<file path="src/rtl/ff_edge_counter_if.sv">
// Snapshot request/acknowledge channel for ff_edge_counter.
// A master raises snap_req_in and holds it until snap_ack_out is seen.
// The slave returns a captured count on snap_out, which is stable while the ack is high.
interface ff_edge_counter_if #(
    parameter int CNT_W = 8
);
    logic             snap_req_in;
    logic [CNT_W-1:0] snap_out;
    logic             snap_ack_out;

    // The requester drives req and observes the returned data and ack.
    modport master (
        output snap_req_in,
        input  snap_out,
        input  snap_ack_out
    );

    // The counter observes req and returns the data and ack.
    modport slave (
        input  snap_req_in,
        output snap_out,
        output snap_ack_out
    );
endinterface

</file>
<file path="src/rtl/ff_edge_counter.sv">
// ff_edge_counter: counts qualified transitions of an upstream flop's q_out bit.
//  - Edge detection runs on a two-register sample chain (q_s/q_d).
//  - The detected edge is registered once more before it is counted, so a q_in change
//    at edge N shows up on count_out and edge_out at edge N+2.
//  - The counter either saturates (SATURATE=1) or wraps (SATURATE=0). A sticky ovf flag
//    records an increment attempted at the maximum count.
//  - Snapshots of the count are returned over a 4-phase req/ack handshake, carried by
//    ff_edge_counter_if.
// Optional feature: define EDGE_SYNC_EN to add a 2-flop input synchronizer ahead of q_s.
//  - Input latency becomes N+4.
//  - S_INIT is stretched to 3 cycles so that the synchronizer is full before the first
//    edge comparison.
module ff_edge_counter #(
    parameter int CNT_W    = 8,
    parameter bit SATURATE = 1'b1
) (
    input  logic             clk,
    input  logic             reset_in,
    input  logic             q_in,
    input  logic [1:0]       mode_in,
    input  logic             clear_in,
    input  logic [CNT_W-1:0] thresh_in,
    output logic [CNT_W-1:0] count_out,
    output logic             edge_out,
    output logic             hit_out,
    output logic             ovf_out,
    ff_edge_counter_if.slave snap
);

    typedef enum logic [1:0] {
        S_INIT = 2'd0,
        S_RUN  = 2'd1,
        S_FULL = 2'd2
    } state_t;

    localparam logic [CNT_W-1:0] CNT_MAX = '1;

`ifdef EDGE_SYNC_EN
    localparam logic [1:0] INIT_LAST = 2'd2;
`else
    localparam logic [1:0] INIT_LAST = 2'd0;
`endif

    // Mode encodings
    localparam logic [1:0] MODE_RISE = 2'b00;
    localparam logic [1:0] MODE_FALL = 2'b01;
    localparam logic [1:0] MODE_BOTH = 2'b10;

    state_t           state_q, state_d;
    logic [1:0]       init_cnt_q, init_cnt_d;
    logic             q_s_q, q_s_d;
    logic             q_d_q, q_d_d;
    logic             rise_q, rise_d;
    logic             fall_q, fall_d;
    logic [CNT_W-1:0] count_q, count_d;
    logic             ovf_q, ovf_d;
    logic             edge_q, edge_d;
    logic             hit_q, hit_d;
    logic [CNT_W-1:0] snap_q, snap_d;
    logic             ack_q, ack_d;

    logic             q_src;
    logic             qual;
    logic [CNT_W-1:0] count_inc;

`ifdef EDGE_SYNC_EN
    logic sync1_q, sync2_q;

    // Two-flop synchronizer for an asynchronous q_in
    always_ff @(posedge clk) begin
        if (reset_in) begin
            sync1_q <= 1'b0;
            sync2_q <= 1'b0;
        end else begin
            sync1_q <= q_in;
            sync2_q <= sync1_q;
        end
    end

    assign q_src = sync2_q;
`else
    assign q_src = q_in;
`endif

    assign count_inc = count_q + 1'b1;

    // Qualify the registered edge against the mode sampled in the counting cycle
    always_comb begin
        qual = 1'b0;
        case (mode_in)
            MODE_RISE: qual = rise_q;
            MODE_FALL: qual = fall_q;
            MODE_BOTH: qual = rise_q | fall_q;
            default:   qual = 1'b0;
        endcase
    end

    // Next-state logic: FSM, sample chain, counter, flags and snapshot handshake
    always_comb begin
        state_d    = state_q;
        init_cnt_d = init_cnt_q;
        q_s_d      = q_src;
        q_d_d      = q_s_q;
        rise_d     = q_s_q & ~q_d_q;
        fall_d     = ~q_s_q & q_d_q;
        count_d    = count_q;
        ovf_d      = ovf_q;
        edge_d     = 1'b0;
        hit_d      = 1'b0;
        snap_d     = snap_q;
        ack_d      = ack_q;

        case (state_q)
            S_INIT: begin
                // Both sample regs take the current level, so the level present at
                // reset release never looks like a transition.
                q_s_d  = q_src;
                q_d_d  = q_src;
                rise_d = 1'b0;
                fall_d = 1'b0;
                if (init_cnt_q == INIT_LAST) begin
                    init_cnt_d = 2'd0;
                    state_d    = S_RUN;
                end else begin
                    init_cnt_d = init_cnt_q + 2'd1;
                end
            end

            S_RUN: begin
                if (clear_in) begin
                    // A clear beats an edge that is counted in the same cycle.
                    count_d = '0;
                    ovf_d   = 1'b0;
                end else if (qual) begin
                    if (count_q == CNT_MAX) begin
                        ovf_d = 1'b1;
                        if (SATURATE) begin
                            state_d = S_FULL;
                        end else begin
                            count_d = '0;
                            edge_d  = 1'b1;
                            hit_d   = (thresh_in == '0);
                        end
                    end else begin
                        count_d = count_inc;
                        edge_d  = 1'b1;
                        hit_d   = (count_inc == thresh_in);
                        if (SATURATE && (count_inc == CNT_MAX)) begin
                            state_d = S_FULL;
                        end
                    end
                end
            end

            S_FULL: begin
                // The count is pinned at the maximum. Further edges only record overflow.
                if (clear_in) begin
                    count_d = '0;
                    ovf_d   = 1'b0;
                    state_d = S_RUN;
                end else if (qual) begin
                    ovf_d = 1'b1;
                end
            end

            default: begin
                state_d = S_INIT;
            end
        endcase

        // The snapshot takes the count of this cycle, before any increment lands.
        if (snap.snap_req_in && !ack_q) begin
            snap_d = count_q;
            ack_d  = 1'b1;
        end else if (!snap.snap_req_in && ack_q) begin
            ack_d = 1'b0;
        end
    end

    // State and datapath registers with synchronous reset
    always_ff @(posedge clk) begin
        if (reset_in) begin
            state_q    <= S_INIT;
            init_cnt_q <= 2'd0;
            q_s_q      <= 1'b0;
            q_d_q      <= 1'b0;
            rise_q     <= 1'b0;
            fall_q     <= 1'b0;
            count_q    <= '0;
            ovf_q      <= 1'b0;
            edge_q     <= 1'b0;
            hit_q      <= 1'b0;
            snap_q     <= '0;
            ack_q      <= 1'b0;
        end else begin
            state_q    <= state_d;
            init_cnt_q <= init_cnt_d;
            q_s_q      <= q_s_d;
            q_d_q      <= q_d_d;
            rise_q     <= rise_d;
            fall_q     <= fall_d;
            count_q    <= count_d;
            ovf_q      <= ovf_d;
            edge_q     <= edge_d;
            hit_q      <= hit_d;
            snap_q     <= snap_d;
            ack_q      <= ack_d;
        end
    end

    assign count_out         = count_q;
    assign edge_out          = edge_q;
    assign hit_out           = hit_q;
    assign ovf_out           = ovf_q;
    assign snap.snap_out     = snap_q;
    assign snap.snap_ack_out = ack_q;

endmodule

</file>
<file path="src/flat_wrapper.sv">
// flat-port wrapper written by rule: the top's interface ports become plain ports
module ff_edge_counter_flat 
#(
    parameter int CNT_W    = 8,
    parameter bit SATURATE = 1'b1
)
  (clk, reset_in, q_in, mode_in, clear_in, thresh_in, count_out, edge_out, hit_out, ovf_out, snap_snap_req_in, snap_snap_out, snap_snap_ack_out);
  ff_edge_counter_if #(.CNT_W(CNT_W)) snap_i ();
  input  logic clk;
  input  logic reset_in;
  input  logic q_in;
  input  logic [1:0] mode_in;
  input  logic clear_in;
  input  logic [CNT_W-1:0] thresh_in;
  output logic [CNT_W-1:0] count_out;
  output logic edge_out;
  output logic hit_out;
  output logic ovf_out;
  input wire logic [$bits(snap_i.snap_req_in)-1:0] snap_snap_req_in;
  output wire logic [$bits(snap_i.snap_out)-1:0] snap_snap_out;
  output wire logic [$bits(snap_i.snap_ack_out)-1:0] snap_snap_ack_out;
  assign snap_i.snap_req_in = snap_snap_req_in;
  assign snap_snap_out = snap_i.snap_out;
  assign snap_snap_ack_out = snap_i.snap_ack_out;
  ff_edge_counter #(.CNT_W(CNT_W), .SATURATE(SATURATE)) u_core (.clk(clk), .reset_in(reset_in), .q_in(q_in), .mode_in(mode_in), .clear_in(clear_in), .thresh_in(thresh_in), .count_out(count_out), .edge_out(edge_out), .hit_out(hit_out), .ovf_out(ovf_out), .snap(snap_i));
endmodule
</file>
<file path="config.mk">
export PLATFORM = sky130hd
export DESIGN_NAME = ff_edge_counter_flat
export DESIGN_NICKNAME = d
export VERILOG_FILES = /design/src/rtl/ff_edge_counter_if.sv /design/src/rtl/ff_edge_counter.sv /design/src/flat_wrapper.sv
export SDC_FILE = /design/constraint.sdc
export NUM_CORES = 1
export LEC_CHECK = 0
export CAP_MARGIN = 20
export CORE_ASPECT_RATIO = 0.8
export CORE_MARGIN = 2
export CORE_UTILIZATION = 55
export CTS_BUF_LIST = sky130_fd_sc_hd__clkbuf_4
export DETAILED_ROUTE_END_ITERATION = 12
export DONT_BUFFER_PORTS = 1
export PLACE_DENSITY = 0.7
export SYNTH_ARGS = -nofsm -noshare
export SYNTH_HDL_FRONTEND = slang
export SYNTH_SLANG_ARGS = --single-unit
export TNS_END_PERCENT = 20
</file>
<file path="constraint.sdc">
create_clock -name clk -period 3.1 [get_ports clk]
set_input_delay 0.31 -clock clk [delete_from_list [all_inputs] [get_ports clk]]
set_output_delay 0.31 -clock clk [all_outputs]
set_load 0.02 [all_outputs]
</file>
==> impl_results.md <==
* Post-layout nets at 200
* Post-Synth Simple-Gate Area at a little under a quarter
* Hold Crit Depth at 1
* Final std cells w/o fill at ~210
* Share of the synthesized area in the top cell type at 34.62%
* Drt wl/cell at approximately 17 um
* Met3 WL at ~330 um
* CTS buffer count at 3
* ANT cells at 0
* Hold Crit Class: in -> reg
* Routed via count at about 1200
* Asr flop ratio synth at 0%
* Rows at 17
* WL final at approximately 3500 um
* R2R Setup Slk at between 0.7 and 0.8 ns
* Post-synthesis cell count at approximately 180
* Data arrival time of the critical path at ~2.6 ns
* Largest net degree at the start of global routing at 23
* Library cells used by synthesis at 40
* R2R depth at 6
* Synth Area in Compound Gates at 10.74%
* Fmax at 0.4256 GHz
* First drt pass iteration count at 4
* Most common flop cell mapped by yosys: dfxtp_1
* Crit Path Max Fanout at 10
* Filler cells at ~250
* Layout area overhead at 5.178%
* First-pass GRT wire length at between 5000 and 6000 um
* Wl on met1 at 1647 um
* Initial core utilization at between 50% and 60%
* CTS tree: done
* Dpl hpwl at around 2500 um
* Period utilization at 75.79%
* Avg Cell Area, Syn at around 9.3 sq um
* Chip width at roughly 65 um
* CORE AREA at 2786 sq um
* DR DRC count at 0
* Clk_lat worst skew at ~0.34 ns
* Multiplexer share of the synthesized area at 9.274%
* Commonest non-fill, non-tap cell in the layout: dfxtp_1
* Nature of the critical path endpoint: register
* DIE AREA at between 3000 and 4000 sq um
* # H-tree levels at 1
* #FFs+latches synth at 28
* Metal2 WL at about 1500 um
* Sequential cell area at 560.5 sq um
* Post-synth EDFFs at 0
* Synthesized-area fraction occupied by adder cells at roughly 7.7%
* Die H at 52.53 um
* Initial DRC count at 83
* Peak supply drop at approximately 0.27 mV
* Fraction of layout cells with a size suffix above 1 at under 10%
* Sequential area share after synthesis at 34.62%
* Outcome: finished, final reports clean
* PwrDens at 573.5 nW/um^2
* I/O Buffers at 0
* CTS clk-pin slew, worst paths at between 0.15 and 0.2 ns
* R2r endpoint: u_core.state_q[0]
* Max-slew violation count at 0
* Min-delay src: reset_in
* Rel. slew slack at just under 60%
* Mapped Area at between 1500 and 2000 sq um
* Clock root buffer: clkbuf_4
* Worst Hold End: u_core.snap.snap_out[0]
* Number of global-route vias before repair at 1143
* Critical Path Source Type: register
* Routed Antenna Nets at 0
* Worst path required time at 3.38 ns
* Critical path class: reg -> reg
* Initial antenna violation count at 0
* Util after Layout at between 60% and 70%
* Top routing layer in use: met4
* GRT Overall Usage at roughly 22%
* Most frequent cells in the layout: dfxtp_1, nor2_1, mux2i_1
* CTS sink cnt at 28
* Syn nets at 200
* Setup TNS at 0 ns
* XOR/XNOR Fraction of Synth Area at between 8 and 9%
* RR Startpoint: u_core.count_out[0]
* Top Ports at 35
* Multi-input gate area at about 960 sq um
* Yosys Warn Count at 0
* Max Cap Viol at 0
* Dpl cells at ~210
* Synth area leader: dfxtp_1
* Main combinational cell family by area after synthesis: simple AND/OR/NAND/NOR gates
* Routability Congestion at ~0.84
* GRT overflow at 0
* Resize count post-CTS at 0
* Final setup fails at 0
* Clk_skew at between 0.01 and 0.015 ns
* Fin crit period at ~2.3 ns
* Lkg Pwr at approximately 0.62 nW
* CTS Buffer Depth at 2
* Final Hold Viols at 0
* Tightest Pin Transition at between 0.6 and 0.7 ns
* Largest cells by area after synthesis: dfxtp_1, mux2i_1, ha_1
* RSZ-0062 raised after global routing: no
* DR vias/cell at between 5 and 6
[critical path, cell delays in order (launching register included)]
cell,delay [ns]
dfxtp_1,0.67
ha_1,0.40
nand3_1,0.13
xnor2_1,0.33
nor4_1,0.09
a31oi_1,0.37
mux2i_1,0.28
[synth_stat cells, types with 3 or more instances]
library cell,number
clkbuf_1,5
dfxtp_1,28
ha_1,10
inv_1,14
mux2i_1,15
nand2_1,7
nand2b_1,7
nand3_1,10
nand4_1,4
nor2_1,16
nor2b_1,3
o21ai_0,5
o221ai_1,4
o22ai_1,3
xnor2_1,8
xor2_1,7
[flip-flops by register name, indices dropped and copies added, names as in the netlist]
name                      count
u_core.count_out              8
u_core.snap.snap_out          8
u_core.init_cnt_q             2
u_core.state_q                2
u_core.edge_out               1
u_core.fall_q                 1
u_core.hit_out                1
u_core.ovf_out                1
u_core.q_d_q                  1
u_core.q_s_q                  1
u_core.rise_q                 1
u_core.snap.snap_ack_out      1
[power breakdown]
part           leakage (nW)  total, W  switching (W)  internal (W)
Sequential            0.227  0.000446      0.0000556      0.000391
Combinational         0.367  0.000285       0.000165      0.000120
Clock                0.0279  0.000246       0.000115      0.000131
Total                 0.622  0.000977       0.000335      0.000641
[layout make-up]
cell class                      instances  area share (%)
Timing Repair Buffer                    3           1.763
Clock buffer                            3           1.323
Clock inverter                          1           1.763
Multi-Input combinational cell        125           56.36
Tap cell                               38           2.792
Inverter                               14           3.086
Sequential cell                        28           32.92
[worst max path at each step]
stage | from | end | slack [ns]
after floorplan | u_core.count_out[1] | u_core.count_out[2] | 1.13
after global placement | u_core.count_out[1] | u_core.hit_out | 0.98
after detailed placement | u_core.count_out[0] | u_core.state_q[0] | 0.84
after CTS | u_core.count_out[0] | u_core.state_q[0] | 0.80
after global routing | u_core.count_out[0] | u_core.state_q[0] | 0.61
final | u_core.count_out[0] | u_core.state_q[0] | 0.75
[layer usage]
layer | vias to the layer above | global-route usage [%]
met2 | 52 | 35.07
met1 | 572 | 27.45
met4 | 0 | 5.319
met5 | - | 0
li1 | 601 | -
met3 | 4 | 8.387
[kinds of logic (layout without fill, tap and decap cells)]
logic type | count (synthesis) | in the layout
AND/OR/NAND/NOR | 63 | 63
flip-flops | 28 | 28
AO/OA/AOI/OAI | 22 | 22
buffers and inverters | 22 | 21
XOR/XNOR | 15 | 15
multiplexers | 15 | 15
adder cells (fa/ha/maj) | 10 | 10
[what timing repair did]
| action | in CTS | in global routing |
|---|---|---|
| buffers inserted | 0 | 0 |
| hold buffers | 0 | 3 |
| endpoints found under the setup margin | 0 | 0 |
| endpoints found under the hold margin | 0 | 12 |
[metrics by stage]
stage | power [W] | hold slack [ns] | instance area [sq um] | worst slack [ns]
global route | 0.001027 | 0.001759 | 1703 | 0.6122
CTS | 0.0009733 | 0.005072 | 1673 | 0.8034
global placement | 0.0007154 | 0.3870 | 1620 | 0.9834
detailed placement | 0.0007282 | 0.3888 | 1620 | 0.8412
floorplan | 0.0006763 | 0.3874 | 1619 | 1.129
finish | 0.0009766 | 0.02444 | 1703 | 0.7505
(Power assumes the default switching activity.)
